`src/rtl/msx_mem_pkg.sv`:
```
// Shared cartridge-memory types: arbiter state encoding and default sizing.
package msx_mem_pkg;

    localparam int unsigned CART_ADDR_W     = 25;
    localparam int unsigned RFSH_PERIOD_DEF = 160;
    localparam int unsigned RFSH_URGENT_DEF = 2;

    typedef enum logic [1:0] {
        IDLE = 2'd0,
        CPU  = 2'd1,
        RFSH = 2'd2,
        DL   = 2'd3
    } arb_state_t;

endpackage

```
`src/rtl/cart_mem_arbiter_if.sv`:
```
// Request/acknowledge bus between the cartridge arbiter and the SDRAM command engine.
interface cart_mem_arbiter_if
    import msx_mem_pkg::*;
#(
    parameter int unsigned ADDR_W = CART_ADDR_W
);
    logic              mem_req;
    logic              mem_rfsh;
    logic              mem_we;
    logic [ADDR_W-1:0] mem_addr;
    logic [7:0]        mem_din;
    logic [7:0]        mem_dout;
    logic              mem_ack;

    modport master (
        output mem_req, mem_rfsh, mem_we, mem_addr, mem_din,
        input  mem_dout, mem_ack
    );

    modport slave (
        input  mem_req, mem_rfsh, mem_we, mem_addr, mem_din,
        output mem_dout, mem_ack
    );
endinterface

```
`src/rtl/arb_rfsh_timer.sv`:
```
// Auto-refresh interval counter with a saturating 2-bit pending-refresh count.
module arb_rfsh_timer
    import msx_mem_pkg::*;
#(
    parameter int unsigned RFSH_PERIOD = RFSH_PERIOD_DEF,
    parameter int unsigned RFSH_URGENT = RFSH_URGENT_DEF
) (
    input  logic clk,
    input  logic reset_n,
    input  logic grant_i,
    output logic pend_c,
    output logic urgent_c
);
    localparam int unsigned CNT_W = (RFSH_PERIOD > 1) ? $clog2(RFSH_PERIOD) : 1;

    logic [CNT_W-1:0] cnt_q, cnt_d;
    logic [1:0]       pend_q, pend_d;
    logic             wrap_c;

    // Next interval count and pending count; a wrap coinciding with a grant cancels out.
    always_comb begin
        wrap_c = (cnt_q == CNT_W'(RFSH_PERIOD - 1));
        cnt_d  = wrap_c ? '0 : cnt_q + CNT_W'(1);
        pend_d = pend_q;
        if (wrap_c && !grant_i && (pend_q != 2'd3)) begin
            pend_d = pend_q + 2'd1;
        end else if (!wrap_c && grant_i && (pend_q != 2'd0)) begin
            pend_d = pend_q - 2'd1;
        end
    end

    // Timer state registers.
    always_ff @(posedge clk) begin
        if (!reset_n) begin
            cnt_q  <= '0;
            pend_q <= 2'd0;
        end else begin
            cnt_q  <= cnt_d;
            pend_q <= pend_d;
        end
    end

    assign pend_c   = (pend_q != 2'd0);
    assign urgent_c = (32'(pend_q) >= RFSH_URGENT);

endmodule

```
`src/rtl/cart_mem_arbiter.sv`:
```
// Shares the cartridge SDRAM port between Z80 slot reads, ROM-download writes and refresh.
// Optional single-entry read cache is built when CART_RDCACHE_EN is defined.
module cart_mem_arbiter
    import msx_mem_pkg::*;
#(
    parameter int unsigned ADDR_W      = CART_ADDR_W,
    parameter int unsigned RFSH_PERIOD = RFSH_PERIOD_DEF,
    parameter int unsigned RFSH_URGENT = RFSH_URGENT_DEF
) (
    input  logic               clk,
    input  logic               reset_n,
    input  logic               cpu_req,
    input  logic [ADDR_W-1:0]  cpu_addr,
    output logic [7:0]         cpu_dout,
    output logic               cpu_wait_n,
    input  logic               dl_wr,
    input  logic [ADDR_W-1:0]  dl_addr,
    input  logic [7:0]         dl_data,
    output logic               dl_wait,
    output logic               dl_overrun,
    cart_mem_arbiter_if.master mem
);
    arb_state_t        state_q, state_d;
    logic              cpu_req_q, cpu_pend_q, cpu_pend_d, cpu_valid_q, cpu_valid_d;
    logic [ADDR_W-1:0] cpu_addr_q, cpu_addr_d;
    logic [7:0]        cpu_dout_q, cpu_dout_d;
    logic              dl_full_q, dl_full_d, dl_overrun_q, dl_overrun_d;
    logic [ADDR_W-1:0] dl_addr_q, dl_addr_d;
    logic [7:0]        dl_data_q, dl_data_d;
    logic              mem_req_q, mem_req_d, mem_rfsh_q, mem_rfsh_d, mem_we_q, mem_we_d;
    logic [ADDR_W-1:0] mem_addr_q, mem_addr_d;
    logic [7:0]        mem_din_q, mem_din_d;
    logic              cpu_rise_c, cpu_want_c, cache_hit_c, grant_rfsh_c, grant_cpu_c;
    logic              ack_c, cpu_ack_c, dl_ack_c, rfsh_pend_c, rfsh_urgent_c;
    logic [7:0]        cache_rd_c;
`ifdef CART_RDCACHE_EN
    logic [ADDR_W-1:0] cache_tag_q, cache_tag_d;
    logic [7:0]        cache_data_q, cache_data_d;
    logic              cache_valid_q, cache_valid_d;
`endif

    arb_rfsh_timer #(
        .RFSH_PERIOD (RFSH_PERIOD),
        .RFSH_URGENT (RFSH_URGENT)
    ) u_rfsh_timer (
        .clk      (clk),
        .reset_n  (reset_n),
        .grant_i  (grant_rfsh_c),
        .pend_c   (rfsh_pend_c),
        .urgent_c (rfsh_urgent_c)
    );

    // Arbitration, transaction tracking, CPU/download handshakes and read cache next-state.
    always_comb begin
        state_d      = state_q;
        cpu_pend_d   = cpu_pend_q;
        cpu_valid_d  = cpu_valid_q;
        cpu_addr_d   = cpu_addr_q;
        cpu_dout_d   = cpu_dout_q;
        dl_full_d    = dl_full_q;
        dl_overrun_d = dl_overrun_q;
        dl_addr_d    = dl_addr_q;
        dl_data_d    = dl_data_q;
        mem_req_d    = mem_req_q;
        mem_rfsh_d   = mem_rfsh_q;
        mem_we_d     = mem_we_q;
        mem_addr_d   = mem_addr_q;
        mem_din_d    = mem_din_q;
        grant_rfsh_c = 1'b0;
        grant_cpu_c  = 1'b0;
`ifdef CART_RDCACHE_EN
        cache_tag_d   = cache_tag_q;
        cache_data_d  = cache_data_q;
        cache_valid_d = cache_valid_q;
        cache_hit_c   = cache_valid_q && (cache_tag_q == cpu_addr);
        cache_rd_c    = cache_data_q;
`else
        cache_hit_c   = 1'b0;
        cache_rd_c    = 8'hFF;
`endif

        // Acks only count while an op is in flight; stray acks in IDLE are dropped.
        cpu_rise_c = cpu_req && !cpu_req_q;
        cpu_want_c = cpu_pend_q || (cpu_rise_c && !cache_hit_c);
        ack_c      = mem.mem_ack && (state_q != IDLE);
        cpu_ack_c  = ack_c && (state_q == CPU);
        dl_ack_c   = ack_c && (state_q == DL);

        unique case (state_q)
            IDLE: begin
                if (rfsh_urgent_c) begin
                    grant_rfsh_c = 1'b1;
                end else if (cpu_want_c) begin
                    grant_cpu_c = 1'b1;
                end else if (rfsh_pend_c) begin
                    grant_rfsh_c = 1'b1;
                end else if (dl_full_q) begin
                    state_d    = DL;
                    mem_req_d  = 1'b1;
                    mem_rfsh_d = 1'b0;
                    mem_we_d   = 1'b1;
                    mem_addr_d = dl_addr_q;
                    mem_din_d  = dl_data_q;
                end
                if (grant_rfsh_c) begin
                    state_d    = RFSH;
                    mem_req_d  = 1'b1;
                    mem_rfsh_d = 1'b1;
                    mem_we_d   = 1'b0;
                end
                if (grant_cpu_c) begin
                    state_d    = CPU;
                    mem_req_d  = 1'b1;
                    mem_rfsh_d = 1'b0;
                    mem_we_d   = 1'b0;
                    mem_addr_d = cpu_rise_c ? cpu_addr : cpu_addr_q;
                end
            end
            default: begin
                if (mem.mem_ack) begin
                    state_d    = IDLE;
                    mem_req_d  = 1'b0;
                    mem_rfsh_d = 1'b0;
                    mem_we_d   = 1'b0;
                end
            end
        endcase

        // CPU side: a read is only delivered to the request that launched it.
        if (cpu_rise_c) begin
            cpu_addr_d = cpu_addr;
        end
        if (!cpu_req) begin
            cpu_pend_d  = 1'b0;
            cpu_valid_d = 1'b0;
        end else begin
            if (grant_cpu_c) begin
                cpu_pend_d = 1'b0;
            end else if (cpu_rise_c && !cache_hit_c) begin
                cpu_pend_d = 1'b1;
            end
            if (cpu_ack_c && cpu_req_q && !cpu_pend_q) begin
                cpu_dout_d  = mem.mem_dout;
                cpu_valid_d = 1'b1;
            end else if (cpu_rise_c && cache_hit_c) begin
                cpu_dout_d  = cache_rd_c;
                cpu_valid_d = 1'b1;
            end
        end

        // Download buffer: a write landing with the DL ack refills the slot.
        if (dl_ack_c) begin
            dl_full_d = 1'b0;
        end
        if (dl_wr) begin
            if (!dl_full_q || dl_ack_c) begin
                dl_full_d = 1'b1;
                dl_addr_d = dl_addr;
                dl_data_d = dl_data;
            end else begin
                dl_overrun_d = 1'b1;
            end
        end

`ifdef CART_RDCACHE_EN
        // Fill on every completed CPU read; a landed download write to the tag invalidates.
        if (cpu_ack_c) begin
            cache_tag_d   = mem_addr_q;
            cache_data_d  = mem.mem_dout;
            cache_valid_d = 1'b1;
        end else if (dl_ack_c && (mem_addr_q == cache_tag_q)) begin
            cache_valid_d = 1'b0;
        end
`endif
    end

    // State and output registers with synchronous reset.
    always_ff @(posedge clk) begin
        if (!reset_n) begin
            state_q      <= IDLE;
            cpu_req_q    <= 1'b0;
            cpu_pend_q   <= 1'b0;
            cpu_valid_q  <= 1'b0;
            cpu_addr_q   <= '0;
            cpu_dout_q   <= 8'hFF;
            dl_full_q    <= 1'b0;
            dl_overrun_q <= 1'b0;
            dl_addr_q    <= '0;
            dl_data_q    <= 8'h00;
            mem_req_q    <= 1'b0;
            mem_rfsh_q   <= 1'b0;
            mem_we_q     <= 1'b0;
            mem_addr_q   <= '0;
            mem_din_q    <= 8'h00;
        end else begin
            state_q      <= state_d;
            cpu_req_q    <= cpu_req;
            cpu_pend_q   <= cpu_pend_d;
            cpu_valid_q  <= cpu_valid_d;
            cpu_addr_q   <= cpu_addr_d;
            cpu_dout_q   <= cpu_dout_d;
            dl_full_q    <= dl_full_d;
            dl_overrun_q <= dl_overrun_d;
            dl_addr_q    <= dl_addr_d;
            dl_data_q    <= dl_data_d;
            mem_req_q    <= mem_req_d;
            mem_rfsh_q   <= mem_rfsh_d;
            mem_we_q     <= mem_we_d;
            mem_addr_q   <= mem_addr_d;
            mem_din_q    <= mem_din_d;
        end
    end

`ifdef CART_RDCACHE_EN
    // Read-cache entry registers.
    always_ff @(posedge clk) begin
        if (!reset_n) begin
            cache_tag_q   <= '0;
            cache_data_q  <= 8'h00;
            cache_valid_q <= 1'b0;
        end else begin
            cache_tag_q   <= cache_tag_d;
            cache_data_q  <= cache_data_d;
            cache_valid_q <= cache_valid_d;
        end
    end
`endif

    assign cpu_dout     = cpu_dout_q;
    assign cpu_wait_n   = ~(cpu_req & ~cpu_valid_q);
    assign dl_wait      = dl_full_q;
    assign dl_overrun   = dl_overrun_q;
    assign mem.mem_req  = mem_req_q;
    assign mem.mem_rfsh = mem_rfsh_q;
    assign mem.mem_we   = mem_we_q;
    assign mem.mem_addr = mem_addr_q;
    assign mem.mem_din  = mem_din_q;

endmodule

```
`src/flat_wrapper.sv`:
```
// flat-port wrapper written by rule: the top's interface ports become plain ports
module cart_mem_arbiter_flat import msx_mem_pkg::*;
#(
    parameter int unsigned ADDR_W      = CART_ADDR_W,
    parameter int unsigned RFSH_PERIOD = RFSH_PERIOD_DEF,
    parameter int unsigned RFSH_URGENT = RFSH_URGENT_DEF
)
  (clk, reset_n, cpu_req, cpu_addr, cpu_dout, cpu_wait_n, dl_wr, dl_addr, dl_data, dl_wait, dl_overrun, mem_mem_req, mem_mem_rfsh, mem_mem_we, mem_mem_addr, mem_mem_din, mem_mem_dout, mem_mem_ack);
  cart_mem_arbiter_if #(.ADDR_W(ADDR_W)) mem_i ();
  input  logic clk;
  input  logic reset_n;
  input  logic cpu_req;
  input  logic [ADDR_W-1:0] cpu_addr;
  output logic [7:0] cpu_dout;
  output logic cpu_wait_n;
  input  logic dl_wr;
  input  logic [ADDR_W-1:0] dl_addr;
  input  logic [7:0] dl_data;
  output logic dl_wait;
  output logic dl_overrun;
  output wire logic [$bits(mem_i.mem_req)-1:0] mem_mem_req;
  output wire logic [$bits(mem_i.mem_rfsh)-1:0] mem_mem_rfsh;
  output wire logic [$bits(mem_i.mem_we)-1:0] mem_mem_we;
  output wire logic [$bits(mem_i.mem_addr)-1:0] mem_mem_addr;
  output wire logic [$bits(mem_i.mem_din)-1:0] mem_mem_din;
  input wire logic [$bits(mem_i.mem_dout)-1:0] mem_mem_dout;
  input wire logic [$bits(mem_i.mem_ack)-1:0] mem_mem_ack;
  assign mem_mem_req = mem_i.mem_req;
  assign mem_mem_rfsh = mem_i.mem_rfsh;
  assign mem_mem_we = mem_i.mem_we;
  assign mem_mem_addr = mem_i.mem_addr;
  assign mem_mem_din = mem_i.mem_din;
  assign mem_i.mem_dout = mem_mem_dout;
  assign mem_i.mem_ack = mem_mem_ack;
  cart_mem_arbiter #(.ADDR_W(ADDR_W), .RFSH_PERIOD(RFSH_PERIOD), .RFSH_URGENT(RFSH_URGENT)) u_core (.clk(clk), .reset_n(reset_n), .cpu_req(cpu_req), .cpu_addr(cpu_addr), .cpu_dout(cpu_dout), .cpu_wait_n(cpu_wait_n), .dl_wr(dl_wr), .dl_addr(dl_addr), .dl_data(dl_data), .dl_wait(dl_wait), .dl_overrun(dl_overrun), .mem(mem_i));
endmodule
```
`config.mk`:
```
export PLATFORM = sky130hd
export DESIGN_NAME = cart_mem_arbiter_flat
export DESIGN_NICKNAME = d
export VERILOG_FILES = /design/src/rtl/msx_mem_pkg.sv /design/src/rtl/cart_mem_arbiter_if.sv /design/src/rtl/arb_rfsh_timer.sv /design/src/rtl/cart_mem_arbiter.sv /design/src/flat_wrapper.sv
export SDC_FILE = /design/constraint.sdc
export NUM_CORES = 1
export LEC_CHECK = 0
export ABC_AREA = 1
export CORE_MARGIN = 2
export CORE_UTILIZATION = 53
export DETAILED_ROUTE_END_ITERATION = 10
export PLACE_DENSITY = 0.93
export RECOVER_POWER = 50
export SLEW_MARGIN = 20
export SYNTH_ARGS = -nofsm -noshare
export SYNTH_HDL_FRONTEND = slang
export SYNTH_HIERARCHICAL = 1
export SYNTH_SLANG_ARGS = --single-unit
```
`constraint.sdc`:
```
create_clock -name clk -period 4.4 [get_ports clk]
set_input_delay 0.44 -clock clk [delete_from_list [all_inputs] [get_ports clk]]
set_output_delay 0.44 -clock clk [all_outputs]
set_load 0.005 [all_outputs]
```
==> flow_metrics.env <==
export IMPL_outcome="complete, no violations"
export IMPL_critPathArrivalTime_ns=2.96
export IMPL_power_switching_uw=824.6
export IMPL_grt_max_degree=54
export IMPL_min_delay_worst_endpoint="u_core/cpu_dout[0]"
export IMPL_slew_headroom_pct=2.451
export IMPL_nNetsFinal=808
export IMPL_die_area_um2=9638
export IMPL_rrSetupSlack_ns=1.95
export IMPL_cp_num_buf_inv=3
export IMPL_final_area_um2=6361
export IMPL_gp_congestion=0.8487
export IMPL_ff2ff_path_depth=13
export IMPL_num_io_pins=118
export IMPL_hold_path_startpoint="u_core/cpu_dout[0]"
export IMPL_p_sw_share_pct=27.77
export IMPL_tns_ns=0
export IMPL_crit_fanout=53
export IMPL_hold_buffers=0
export IMPL_synth_avg_cell_area_um2=7.450
export IMPL_synth_area_um2=4701
export IMPL_p_leak_uw=0.002729
export IMPL_combinationalPowerShare_pct=15.4
export IMPL_htree_levels=4
export IMPL_slowest_delay_ns=0.65
export IMPL_r2r_start="u_core/cpu_req_q"
export IMPL_antenna_found_initial=0
export IMPL_grt_pass1_wl_um=20220
export IMPL_clk_latency_ns=0.52
export IMPL_wl_per_cell_um=14.46
export IMPL_skew_ns=0.007190
export IMPL_die_w_um=98.18
export IMPL_drc=0
export IMPL_min_path_type="flip-flop to flip-flop"
export IMPL_final_max_slew_violation_count=0
export IMPL_core_area_um2=8678
export IMPL_hold_violations=0
export IMPL_netlist_instances=631
export IMPL_endpoint_kind="flip-flop"
export IMPL_ant_nets=0
export IMPL_cts_made_buffers=17
export IMPL_post_cts_buffers=0
export IMPL_synth_seq_area_share_pct=50.68
export IMPL_overflow=0
export IMPL_period_share_pct=58.17
export IMPL_final_cell_mix="167 x nor2_1, 119 x dfxtp_1, 105 x o21ai_0"
export IMPL_ys_ff_latch=119
export IMPL_drt_iter0_drc=360
export IMPL_syn2layout_area_growth_pct=35.32
export IMPL_worstSetupPathType="input port to flip-flop"
export IMPL_crit_top_cell="nand2_1"
export IMPL_cp_slowest_cell="nand2_2"
export IMPL_die_y_um=98.18
export IMPL_synth_distinct_cells=30
export IMPL_worst_slew_pin_slew_ns=1.463
export IMPL_layout_commonest_cell="nor2_1"
export IMPL_cp_top_family="simple AND/OR/NAND/NOR gates"
export IMPL_worstPathCellList="clkdlybuf4s50_1 -> nand2_2 -> nand2_4 -> nand2_4 -> nand2_1 -> nand2_1 -> nand2_1 -> inv_1 -> inv_1 -> nand4_1 -> nand3_1 -> nand2_1 -> nor2_1"
export IMPL_setup_violations=0
export IMPL_crit_required_ns=4.80
export IMPL_cts_resized=0
export IMPL_cap_violations=0
export IMPL_cts_tree="done"
export IMPL_hpwl_um=7906
export IMPL_power_density_nw_per_um2=466.8
export IMPL_wirelength_um=12400
export IMPL_ir_worst_vdd_v=0.0002649
export IMPL_cts_sinks=119
export IMPL_start_util_pct=54.17
export IMPL_pwr_share_seq_pct=41.4
export IMPL_grt_pass1_vias=4307
export IMPL_syn_num_nets=703
export IMPL_drive_gt1_share_pct=7.610
export IMPL_track_usage_pct=26.30
export IMPL_port_buffers=117
export IMPL_diodes=0
export IMPL_clk_pin_slew_ns=0.06
export IMPL_viasPerCell=5.214
export IMPL_clockRootBuffer="clkbuf_8"
export IMPL_max_freq_mhz=390.7
export IMPL_holdPathStages=2
export IMPL_r2r_end="u_core/u_rfsh_timer/pend_q[0]"
export IMPL_rows=34
export IMPL_internal_power_uw=2145
export IMPL_rsz0062_at_grt="no"
export IMPL_worst_setup_path_start_kind="input port"
export IMPL_yosys_warnings=6
export IMPL_timing_final_crit_period_ns=2.560
export IMPL_dr_pass1_iters=6
export IMPL_cts_path_max_buffers=2
export IMPL_via_count=4468
export IMPL_clockPowerShare_pct=43.2
export IMPL_dpl_instance_area_um2=5817
==> worst max path at each step <==
| stage | endpoint | start | cells after the start | slack [ns] |
|---|---|---|---|---|
| floorplan | u_core/mem.mem_addr[10] | u_core/u_rfsh_timer/pend_q[0] | 8 | 2.95 |
| global placement | u_core/u_rfsh_timer/pend_q[0] | cpu_req | 12 | 1.55 |
| detailed placement | u_core/u_rfsh_timer/pend_q[0] | cpu_req | 12 | 1.41 |
| CTS | u_core/u_rfsh_timer/pend_q[0] | cpu_req | 12 | 1.92 |
| global route | u_core/u_rfsh_timer/pend_q[0] | cpu_req | 13 | 1.58 |
| finish | u_core/u_rfsh_timer/pend_q[0] | cpu_req | 13 | 1.84 |
==> cell type report <==
| class | count | area [um^2] |
|---|---|---|
| sequential | 119 | 2382 |
| fill | 618 | 2317 |
| multi-input combinational | 431 | 1927 |
| timing repair buffer | 118 | 1172 |
| clock buffer | 17 | 414.1 |
| inverter | 49 | 186.4 |
| clock inverter | 15 | 143.9 |
| tap | 108 | 135.1 |
==> metal layers <==
metal	global-route usage [%]	share of wire, %	vias to the layer above
met3	6.657	8.0	33
met1	29.86	38	2020
met4	11.28	2.5	0
met5	0	0	-
met2	46.84	51	201
li1	-	-	2214
==> cell usage after synthesis (all sizes together) <==
master	count	area, um^2
xor2	1	8.760
a21oi	11	58.81
dfxtp	119	2382
buf	16	132.6
nand3	18	105.1
or2	2	12.51
nand4	3	18.77
ha	1	12.51
nand2	99	411.6
nor4	1	6.260
o21a	1	7.510
o21ai	118	594.3
nor2	173	679.4
nor3	1	10.01
clkbuf	16	60.06
a31oi	1	6.260
nor3b	1	7.510
inv	49	186.4
==> kinds of logic (layout without fill, tap and decap cells) <==
group,Yosys count,in the layout,share of synthesized area [%]
AOI/OAI and AO/OA,131,131,14.19
xor gates and xnor gates,1,1,0.1864
adders and majority gates,1,1,0.2661
buffers and inverters,81,199,8.065
DFF,119,119,50.68
and+or+nand+nor,298,298,26.62
==> per-stage QoR <==
stage | power [uW] | hold WS, ns | util (%) | instances | setup slack (ns)
finish | 2970 | 0.4683 | 73.30 | 857 | 1.840
global route | 3097 | 0.4884 | 73.30 | 857 | 1.576
CTS | 3001 | 0.4700 | 73.46 | 857 | 1.924
detailed placement | 1716 | 0.4578 | 67.03 | 825 | 1.414
global placement | 1695 | 0.4419 | 67.03 | 825 | 1.545
floorplan | 1506 | 0.4294 | - | 631 | 2.945
==> power by group through the flow <==
stage	Sequential (uW)	Combinational, uW	Clock, uW
3_5_place_dp	1250	464	0
6_report	1230	457	1280
3_3_place_gp	1250	448	0
4_1_cts	1230	473	1300
2_1_floorplan	1250	259	0
5_1_grt	1240	503	1350
==> state kept, by name (all words and copies together), names as in the netlist <==
signal / cells
u_core/cpu_dout: 8
u_core/mem.mem_addr: 25
u_core/cpu_valid_q: 1
u_core/cpu_pend_q: 1
u_core/dl_overrun: 1
u_core/mem.mem_req: 1
u_core/u_rfsh_timer/cnt_q: 8
u_core/mem.mem_rfsh: 1
u_core/state_q: 2
u_core/cpu_req_q: 1
u_core/dl_addr_q: 25
u_core/cpu_addr_q: 25
u_core/dl_data_q: 8
u_core/u_rfsh_timer/pend_q: 2
u_core/mem.mem_din: 8
u_core/dl_wait: 1
u_core/mem.mem_we: 1
==> tightest hold or removal path, stage by stage, from the launching register on <==
cell and delay [ns]:
dfxtp_1 0.32, nand2_1 0.05, nand3_1 0.07
(Power assumes the default switching activity.)
